`src/rtl/reg_pipe_chain_if.sv`:
```
`default_nettype none
// ============================================================================
// Module   : reg_pipe_chain_if
// Brief    : Upstream/downstream valid-ready bundle for reg_pipe_chain, plus
//            the zero-latency data tap and the stage occupancy count.
// Revision : 1.0 - initial release
// ============================================================================
interface reg_pipe_chain_if #(
  parameter int WIDTH = 8,
  parameter int DEPTH = 4
);
  localparam int c_occ_w = $clog2(DEPTH + 1);

  logic               in_valid;
  logic               in_ready;
  logic [WIDTH-1:0]   in_data;
  logic               out_valid;
  logic               out_ready;
  logic [WIDTH-1:0]   out_data;
  logic [WIDTH-1:0]   wire_out;
  logic [c_occ_w-1:0] occupancy;

  // Environment side: produces upstream words and consumes downstream words.
  modport master (
    output in_valid, in_data, out_ready,
    input  in_ready, out_valid, out_data, wire_out, occupancy
  );

  // Pipeline side.
  modport slave (
    input  in_valid, in_data, out_ready,
    output in_ready, out_valid, out_data, wire_out, occupancy
  );
endinterface
`default_nettype wire

```
`src/rtl/reg_pipe_chain.sv`:
```
`default_nettype none
// ============================================================================
// Module   : reg_pipe_chain
// Brief    : DEPTH-stage valid/ready register pipeline with per-stage ready
//            so that bubbles collapse while the output is stalled. Flush and
//            reset empty every stage and reload data with RESET_VAL.
// Revision : 1.0 - initial release
// ============================================================================
module reg_pipe_chain #(
  parameter int               WIDTH     = 8,
  parameter int               DEPTH     = 4,
  parameter logic [WIDTH-1:0] RESET_VAL = '0
) (
  input  logic             clk,
  input  logic             rst_n,
  input  logic             flush,
  reg_pipe_chain_if.slave  pipe
);
  localparam int c_occ_w = $clog2(DEPTH + 1);

  logic [DEPTH-1:0]   r_v;
  logic [WIDTH-1:0]   r_d [DEPTH];
  logic [DEPTH-1:0]   w_rdy;
  logic               w_in_ready;
  logic               w_take;
  logic [c_occ_w-1:0] w_occ;

  // Ready ripples back from the output: a stage can load if it is empty or
  // if everything downstream of it can move this cycle.
  always_comb begin
    w_rdy = '0;
    w_rdy[DEPTH-1] = ~r_v[DEPTH-1] | pipe.out_ready;
    for (int i = DEPTH - 2; i >= 0; i--) begin
      w_rdy[i] = ~r_v[i] | w_rdy[i+1];
    end
  end

  // Flush and reset refuse the upstream word so it is never captured.
  assign w_in_ready = w_rdy[0] & ~flush & rst_n;
  assign w_take     = pipe.in_valid & w_in_ready;

  // Stage advance: every ready stage copies its predecessor, stalled stages hold.
  always_ff @(posedge clk) begin
    if (!rst_n || flush) begin
      r_v <= '0;
      for (int i = 0; i < DEPTH; i++) begin
        r_d[i] <= RESET_VAL;
      end
    end else begin
      if (w_rdy[0]) begin
        r_v[0] <= w_take;
        if (w_take) begin
          r_d[0] <= pipe.in_data;
        end
      end
      for (int i = 1; i < DEPTH; i++) begin
        if (w_rdy[i]) begin
          r_v[i] <= r_v[i-1];
          r_d[i] <= r_d[i-1];
        end
      end
    end
  end

  // Occupancy is the population count of the registered valid flags.
  always_comb begin
    w_occ = '0;
    for (int i = 0; i < DEPTH; i++) begin
      w_occ = w_occ + c_occ_w'(r_v[i]);
    end
  end

  assign pipe.in_ready  = w_in_ready;
  assign pipe.out_valid = r_v[DEPTH-1];
  assign pipe.out_data  = r_d[DEPTH-1];
  assign pipe.wire_out  = pipe.in_data;
  assign pipe.occupancy = w_occ;

endmodule
`default_nettype wire
```
`src/flat_wrapper.sv`:
```
// flat-port wrapper written by rule: the top's interface ports become plain ports
module reg_pipe_chain_flat 
#(
  parameter int               WIDTH     = 8,
  parameter int               DEPTH     = 4,
  parameter logic [WIDTH-1:0] RESET_VAL = '0
)
  (clk, rst_n, flush, pipe_in_valid, pipe_in_data, pipe_out_ready, pipe_in_ready, pipe_out_valid, pipe_out_data, pipe_wire_out, pipe_occupancy);
  reg_pipe_chain_if #(.WIDTH(WIDTH), .DEPTH(DEPTH)) pipe_i ();
  input  logic clk;
  input  logic rst_n;
  input  logic flush;
  input wire logic [$bits(pipe_i.in_valid)-1:0] pipe_in_valid;
  input wire logic [$bits(pipe_i.in_data)-1:0] pipe_in_data;
  input wire logic [$bits(pipe_i.out_ready)-1:0] pipe_out_ready;
  output wire logic [$bits(pipe_i.in_ready)-1:0] pipe_in_ready;
  output wire logic [$bits(pipe_i.out_valid)-1:0] pipe_out_valid;
  output wire logic [$bits(pipe_i.out_data)-1:0] pipe_out_data;
  output wire logic [$bits(pipe_i.wire_out)-1:0] pipe_wire_out;
  output wire logic [$bits(pipe_i.occupancy)-1:0] pipe_occupancy;
  assign pipe_i.in_valid = pipe_in_valid;
  assign pipe_i.in_data = pipe_in_data;
  assign pipe_i.out_ready = pipe_out_ready;
  assign pipe_in_ready = pipe_i.in_ready;
  assign pipe_out_valid = pipe_i.out_valid;
  assign pipe_out_data = pipe_i.out_data;
  assign pipe_wire_out = pipe_i.wire_out;
  assign pipe_occupancy = pipe_i.occupancy;
  reg_pipe_chain #(.WIDTH(WIDTH), .DEPTH(DEPTH), .RESET_VAL(RESET_VAL)) u_core (.clk(clk), .rst_n(rst_n), .flush(flush), .pipe(pipe_i));
endmodule
```
`config.mk`:
```
export PLATFORM = sky130hd
export DESIGN_NAME = reg_pipe_chain_flat
export DESIGN_NICKNAME = d
export VERILOG_FILES = /design/src/rtl/reg_pipe_chain_if.sv /design/src/rtl/reg_pipe_chain.sv /design/src/flat_wrapper.sv
export SDC_FILE = /design/constraint.sdc
export NUM_CORES = 1
export LEC_CHECK = 0
export ABC_AREA = 1
export CORE_ASPECT_RATIO = 1.1
export CORE_MARGIN = 4
export CORE_UTILIZATION = 49
export DETAILED_ROUTE_END_ITERATION = 6
export GPL_TIMING_DRIVEN = 1
export PLACE_DENSITY = 0.76
export SLEW_MARGIN = 10
export SYNTH_ARGS = -nofsm -noshare
export SYNTH_HDL_FRONTEND = slang
export SYNTH_SLANG_ARGS = --single-unit
```
`constraint.sdc`:
```
create_clock -name clk -period 2.1 [get_ports clk]
set_input_delay 0.315 -clock clk [delete_from_list [all_inputs] [get_ports clk]]
set_output_delay 0.315 -clock clk [all_outputs]
set_load 0.01 [all_outputs]
```
==> results.cfg, run 1 <==
[clock_tree]
clock-root-buffer = clkbuf_4
htree_levels = 2
cts_tree = yes
cts_resized = 8
clkLatencyLatePin_ps = 320
cts_made_buffers = 5
cts_buffer_depth = 2
post-cts-setup-buffers = 0
clkSlewWorstSetupHoldPaths_ps = 100
clock_sinks = 36
postCtsHoldBufs = 0

[grt]
track_usage_pct = 12.6
grt_pass1_vias = 948
grt.overflow.total = 0
grt_max_degree = 11
antenna_found_initial = 0
grt_pass1_wl_um = 3720

[placement]
place.gp.congestion = 0.763
io_buffers = 33
hpwl_um = 1810

[logic_synthesis]
syn-num-nets = 152
yosys.area_share.adder_pct = 2.90
ys_ff_latch = 36
synth_compound_area_share_pct = 3.06
synth.mux.area_fraction_pct = 0
synthSimpleGateAreaFrac_pct = 13.5
syn_area_um2 = 1550
ys_types = 19
ys_warn_count = 0
synthCells = 136
avgSynthCellArea_um2 = 11.4
synth_seq_area_share_pct = 67.0
synth-xor-area-share_pct = 0
synth_top_family_by_area = buffers and inverters

[status]
status = finished, final reports clean

[sta]
hold_slack_ps = 542
min_period_ps = 2060
fmax_mhz = 486
hold_viol = 0
setup_violations = 0
slew_headroom_pct = 76.4
finalMaxSlewViolations = 0
clock_skew_ps = 4.71
post-route-period-util_pct = 98.0
rsz0062_at_grt = yes
tns_ps = 0
worst_pin_slew_ps = 353

[finish]
drive_above_1_share_pct = 14.0
fillers = 242
layout_common_cells = inv_1 (37), nor2_1 (32), edfxtp_1 (32), clkdlybuf4s50_1 (30)
layout_commonest_cell = inv_1
antennaDiodeCount = 0
syn_to_final_growth_pct = 25.2
fin_nets = 186

[floorplanning]
dieHeight_um = 67.0
initial_core_util_pct = 50.9
core_um2 = 3050
rows = 21
die-area_um2 = 4130
die_w_um = 61.7
ioPinCount = 34

[worst_setup_path]
critPathMaxFanout = 2
cp_data_required_time_ps = 1780
cp-start-kind = register
cp-end-kind = output port
crit_arrival_ps = 1740
critPathKind = register to output port

[pwr]
p_leak_nw = 0.787
power_mw = 1.26
p_per_area_nw_per_um2 = 650
vdd_drop_max_uv = 458

[route]
wl_per_cell_um = 11.2
drt_wl_total_um = 2300
vias_per_cell = 4.63
via_count = 949
antenna_left = 0
firstDrtPassIters = 2
drc_errors = 0
drtIter0Drc = 11

[worst_hold_path]
hold_path.class = register to register

[flow_run]
max_cap_violations = 0
-- critical path, stage by stage (launching register included) --
cell,delay (ps)
dfxtp_2,340
ha_1,300
fa_2,380
ha_4,280
buf_2,120
-- through the flow --
stage               util (%)  std cells  setup WS [ps]  area [um2]
global route            63.8        205          -8.04        1940
finish                  63.8        205           42.5        1940
global placement        61.6        197           36.9        1880
CTS                     63.4        205           6.97        1930
detailed placement      61.6        197          -59.9        1880
floorplan                  -        136            500        1550
-- worst paths after layout --
kind | start | end | slack [ps] | depth (start not counted)
worst max-delay path | u_core.r_v[0]$_SDFFE_PP0P_ | pipe_occupancy[1] | 40 | 4
worst min-delay path | u_core.r_v[2]$_SDFFE_PP0P_ | u_core.r_v[3]$_SDFFE_PP0P_ | 540 | 2
worst max register to register | u_core.r_v[3]$_SDFFE_PP0P_ | u_core.r_d[0][7]$_SDFFCE_PN0P_ | 630 | 5
worst min register to register | u_core.r_v[2]$_SDFFE_PP0P_ | u_core.r_v[3]$_SDFFE_PP0P_ | 540 | 2
-- final cells by class --
cell class                 count  area [um2]  area share [%]
multi-input combinational     54         317            16.3
timing repair buffer          36         343            17.6
tap                           34        42.5            2.19
inverter                      37         139            7.14
clock buffer                   8        58.8            3.02
sequential                    36        1040            53.7
-- cell usage after synthesis (all sizes together) --
master / n / area share [%]
a21oi: 3 / 0.97
o21ai: 2 / 1.6
dfxtp: 4 / 5.2
inv: 37 / 8.9
ha: 2 / 1.6
o21a: 1 / 0.48
nand4: 1 / 0.40
edfxtp: 32 / 62
nand3: 2 / 1.5
fa: 1 / 1.3
nor2: 35 / 9.6
buf: 9 / 4.6
nand2: 7 / 2.0
-- kinds of logic after synthesis --
group           count (synthesis)
compound gates                  6
fa+ha+maj                       3
flops                          36
simple gates                   45
buf+inv                        46
-- flip-flops by register name, summed over array words and instances (netlist names) --
name and flops:
u_core.r_d 32, u_core.r_v 4
-- metal layers --
metal,wire [um],GRT usage [%]
met1,777,11.0
met5,0,0
met4,43,6.63
met2,1330,24.0
met3,149,4.26
-- report_power, final --
part           internal (mW)  switching, mW
logic                 0.0505         0.0464
registers              0.793        0.00564
clock network          0.165          0.204
(Power assumes the default switching activity.)
==> run 2: changes to the inputs <==
CORE_UTILIZATION = 35   (was 49)
CTS_BUF_LIST = sky130_fd_sc_hd__clkbuf_2 sky130_fd_sc_hd__clkbuf_4 sky130_fd_sc_hd__clkbuf_8   (was unset)
PLACE_DENSITY = 0.57   (was 0.76)
==> run 2 against run 1 <==
Compared with the run above:
- via count decreased by 3.3%
- clock skew increased by 1.2 ps
- highest routed layer unchanged
- sequential power about the same
- sequential share of layout area decreased by 1.9 points
- clock power increased by 27%
- final cell count increased by 10%
- sequential cell count unchanged
- global-route usage decreased by 4.0 points
- non-clock buffer count increased by 1
- combinational power decreased by 0.6%
- maximum frequency increased by 1.6%
==> results.cfg, run 2 (synthesis results as in run 1) <==
[worst_setup_path]
slowest_delay_ps = 550
cp-start-kind = primary input
critPathMaxFanout = 3
critPathLaunch = pipe_out_ready
crit_slowest_cell = clkdlybuf4s50_1
critPathKind = primary input to output port
critical_path.most_common_cell = clkdlybuf4s50_1
crit_arrival_ps = 1710
path_buf_inv = 2
cp_top_family = buffers and inverters
cp-end-kind = output port
reg2reg_to = u_core.r_d[0][2]$_SDFFCE_PN0P_
r2r_slack_ps = 500
r2r_start = u_core.r_v[3]$_SDFFE_PP0P_
cp_data_required_time_ps = 1780
worstRegToRegCells = 6
path_cells = clkdlybuf4s50_1, nor2_4, nand2_2, nor2_2, a21oi_1, clkdlybuf4s50_1
crit_cells = 6

[finish]
largest_reg_flops = 32
layout_commonest_cell = inv_1
syn_to_final_growth_pct = 29.6
regMostFlops = u_core.r_d
drive_above_1_share_pct = 13.4
regArea_um2 = 1040
fin_nets = 187
layout_common_cells = inv_1 (37), nor2_1 (32), edfxtp_1 (32), clkdlybuf4s50_1 (30)
top_regs = u_core.r_d: 32 flops, u_core.r_v: 4 flops
antennaDiodeCount = 0
fillers = 391
multi_input_area_um2 = 317

[pwr]
p_per_area_nw_per_um2 = 677
p_leak_nw = 0.806
vdd_drop_max_uv = 336

[floorplanning]
ioPinCount = 34
die_w_um = 71.5
initial_core_util_pct = 36.2
core_um2 = 4290
rows = 25
dieHeight_um = 77.9
die-area_um2 = 5570

[clock_tree]
post-cts-setup-buffers = 0
clkLatencyLatePin_ps = 280
cts_buffer_depth = 2
clock-root-buffer = clkbuf_8
clkSlewWorstSetupHoldPaths_ps = 70
htree_levels = 2
cts_tree = yes
cts_made_buffers = 5
clock_sinks = 36

[route]
firstDrtPassIters = 3
drtIter0Drc = 4
drc_errors = 0
drt_wl_total_um = 2190
vias_per_cell = 4.06
wl_per_cell_um = 9.67
via_count = 918
antenna_left = 0

[placement]
dp_slack_ps = -2.35
place.gp.congestion = 0.760
io_buffers = 33
hpwl_um = 1660

[sta]
hold_viol = 0
worst_pin_slew_ps = 361
setup_violations = 0
post-route-period-util_pct = 96.5
worst_slack_ps = 74.1
rsz0062_at_grt = no
tns_ps = 0
min_period_ps = 2030
slew_headroom_pct = 75.9
clock_skew_ps = 5.96
finalMaxSlewViolations = 0
fmax_mhz = 494

[status]
status = finished, final reports clean

[grt]
grt.overflow.total = 0
grt_pass1_vias = 920
grt_max_degree = 12
antenna_found_initial = 0
grt_pass1_wl_um = 3640
track_usage_pct = 8.61

[worst_hold_path]
hold_end = u_core.r_v[3]$_SDFFE_PP0P_
holdPathStages = 2
hold_path.class = register to register
hold_start = u_core.r_v[2]$_SDFFE_PP0P_

[flow_run]
max_cap_violations = 0
[run 2: changes by cell type in the layout (fill, tap and decap cells not counted), moves of 2 or more]
cell / change
clkbuf_1: -2
clkbuf_4: -4
clkbuf_8: +4
dfxtp_2: -2
dfxtp_1: +2
dlygate4sd2_1: +2
[run 2: area by class of cell]
cell class	count	area share [%]
Inverter	37	6.90
Clock buffer	6	3.79
Multi-Input combinational cell	54	15.7
Timing Repair Buffer	37	17.8
Tap cell	54	3.36
Clock inverter	2	0.560
Sequential cell	36	51.8
[run 2: worst max path at each step]
stage / slack [ps] / end
final: 70 / pipe_in_ready
after detailed placement: -2 / pipe_occupancy[1]
after global routing: 7 / pipe_in_ready
after CTS: 30 / pipe_occupancy[1]
after floorplan: 500 / pipe_occupancy[1]
after global placement: 30 / pipe_occupancy[1]
[run 2: through the flow]
step	utilization (%)	power [mW]	cells	area [um2]	hold WS, ps
6_report	46.9	1.36	226	2010	537
5_1_grt	46.9	1.42	226	2010	565
4_1_cts	46.6	1.39	226	2000	544
3_5_place_dp	44.6	0.912	218	1910	529
3_3_place_gp	44.6	0.909	218	1910	529
2_1_floorplan	-	0.867	136	1550	447
[run 2: routing by layer]
metal  GRT usage [%]  share of wire [%]
met1            7.16                 37
met3            4.40                7.3
met5               0                  0
met4            4.51                1.5
met2            16.0                 54
[run 2: timing repair]
item,4_1_cts,5_1_grt
endpoints found under the setup margin,3,1
hold endpoints to repair,0,0
hold buffers,0,0
resized for setup,6,2
pin swaps,0,1
[run 2: worst min-delay path: cells and delay by family, from the launching register on]
family,cells,cell delay [ps]
DFF,1,360
and+or+nand+nor,2,130
[run 2: report_power, final]
part | internal (mW) | switching, mW
sequential | 0.794 | 0.00603
combinational | 0.0514 | 0.0449
clock | 0.242 | 0.225
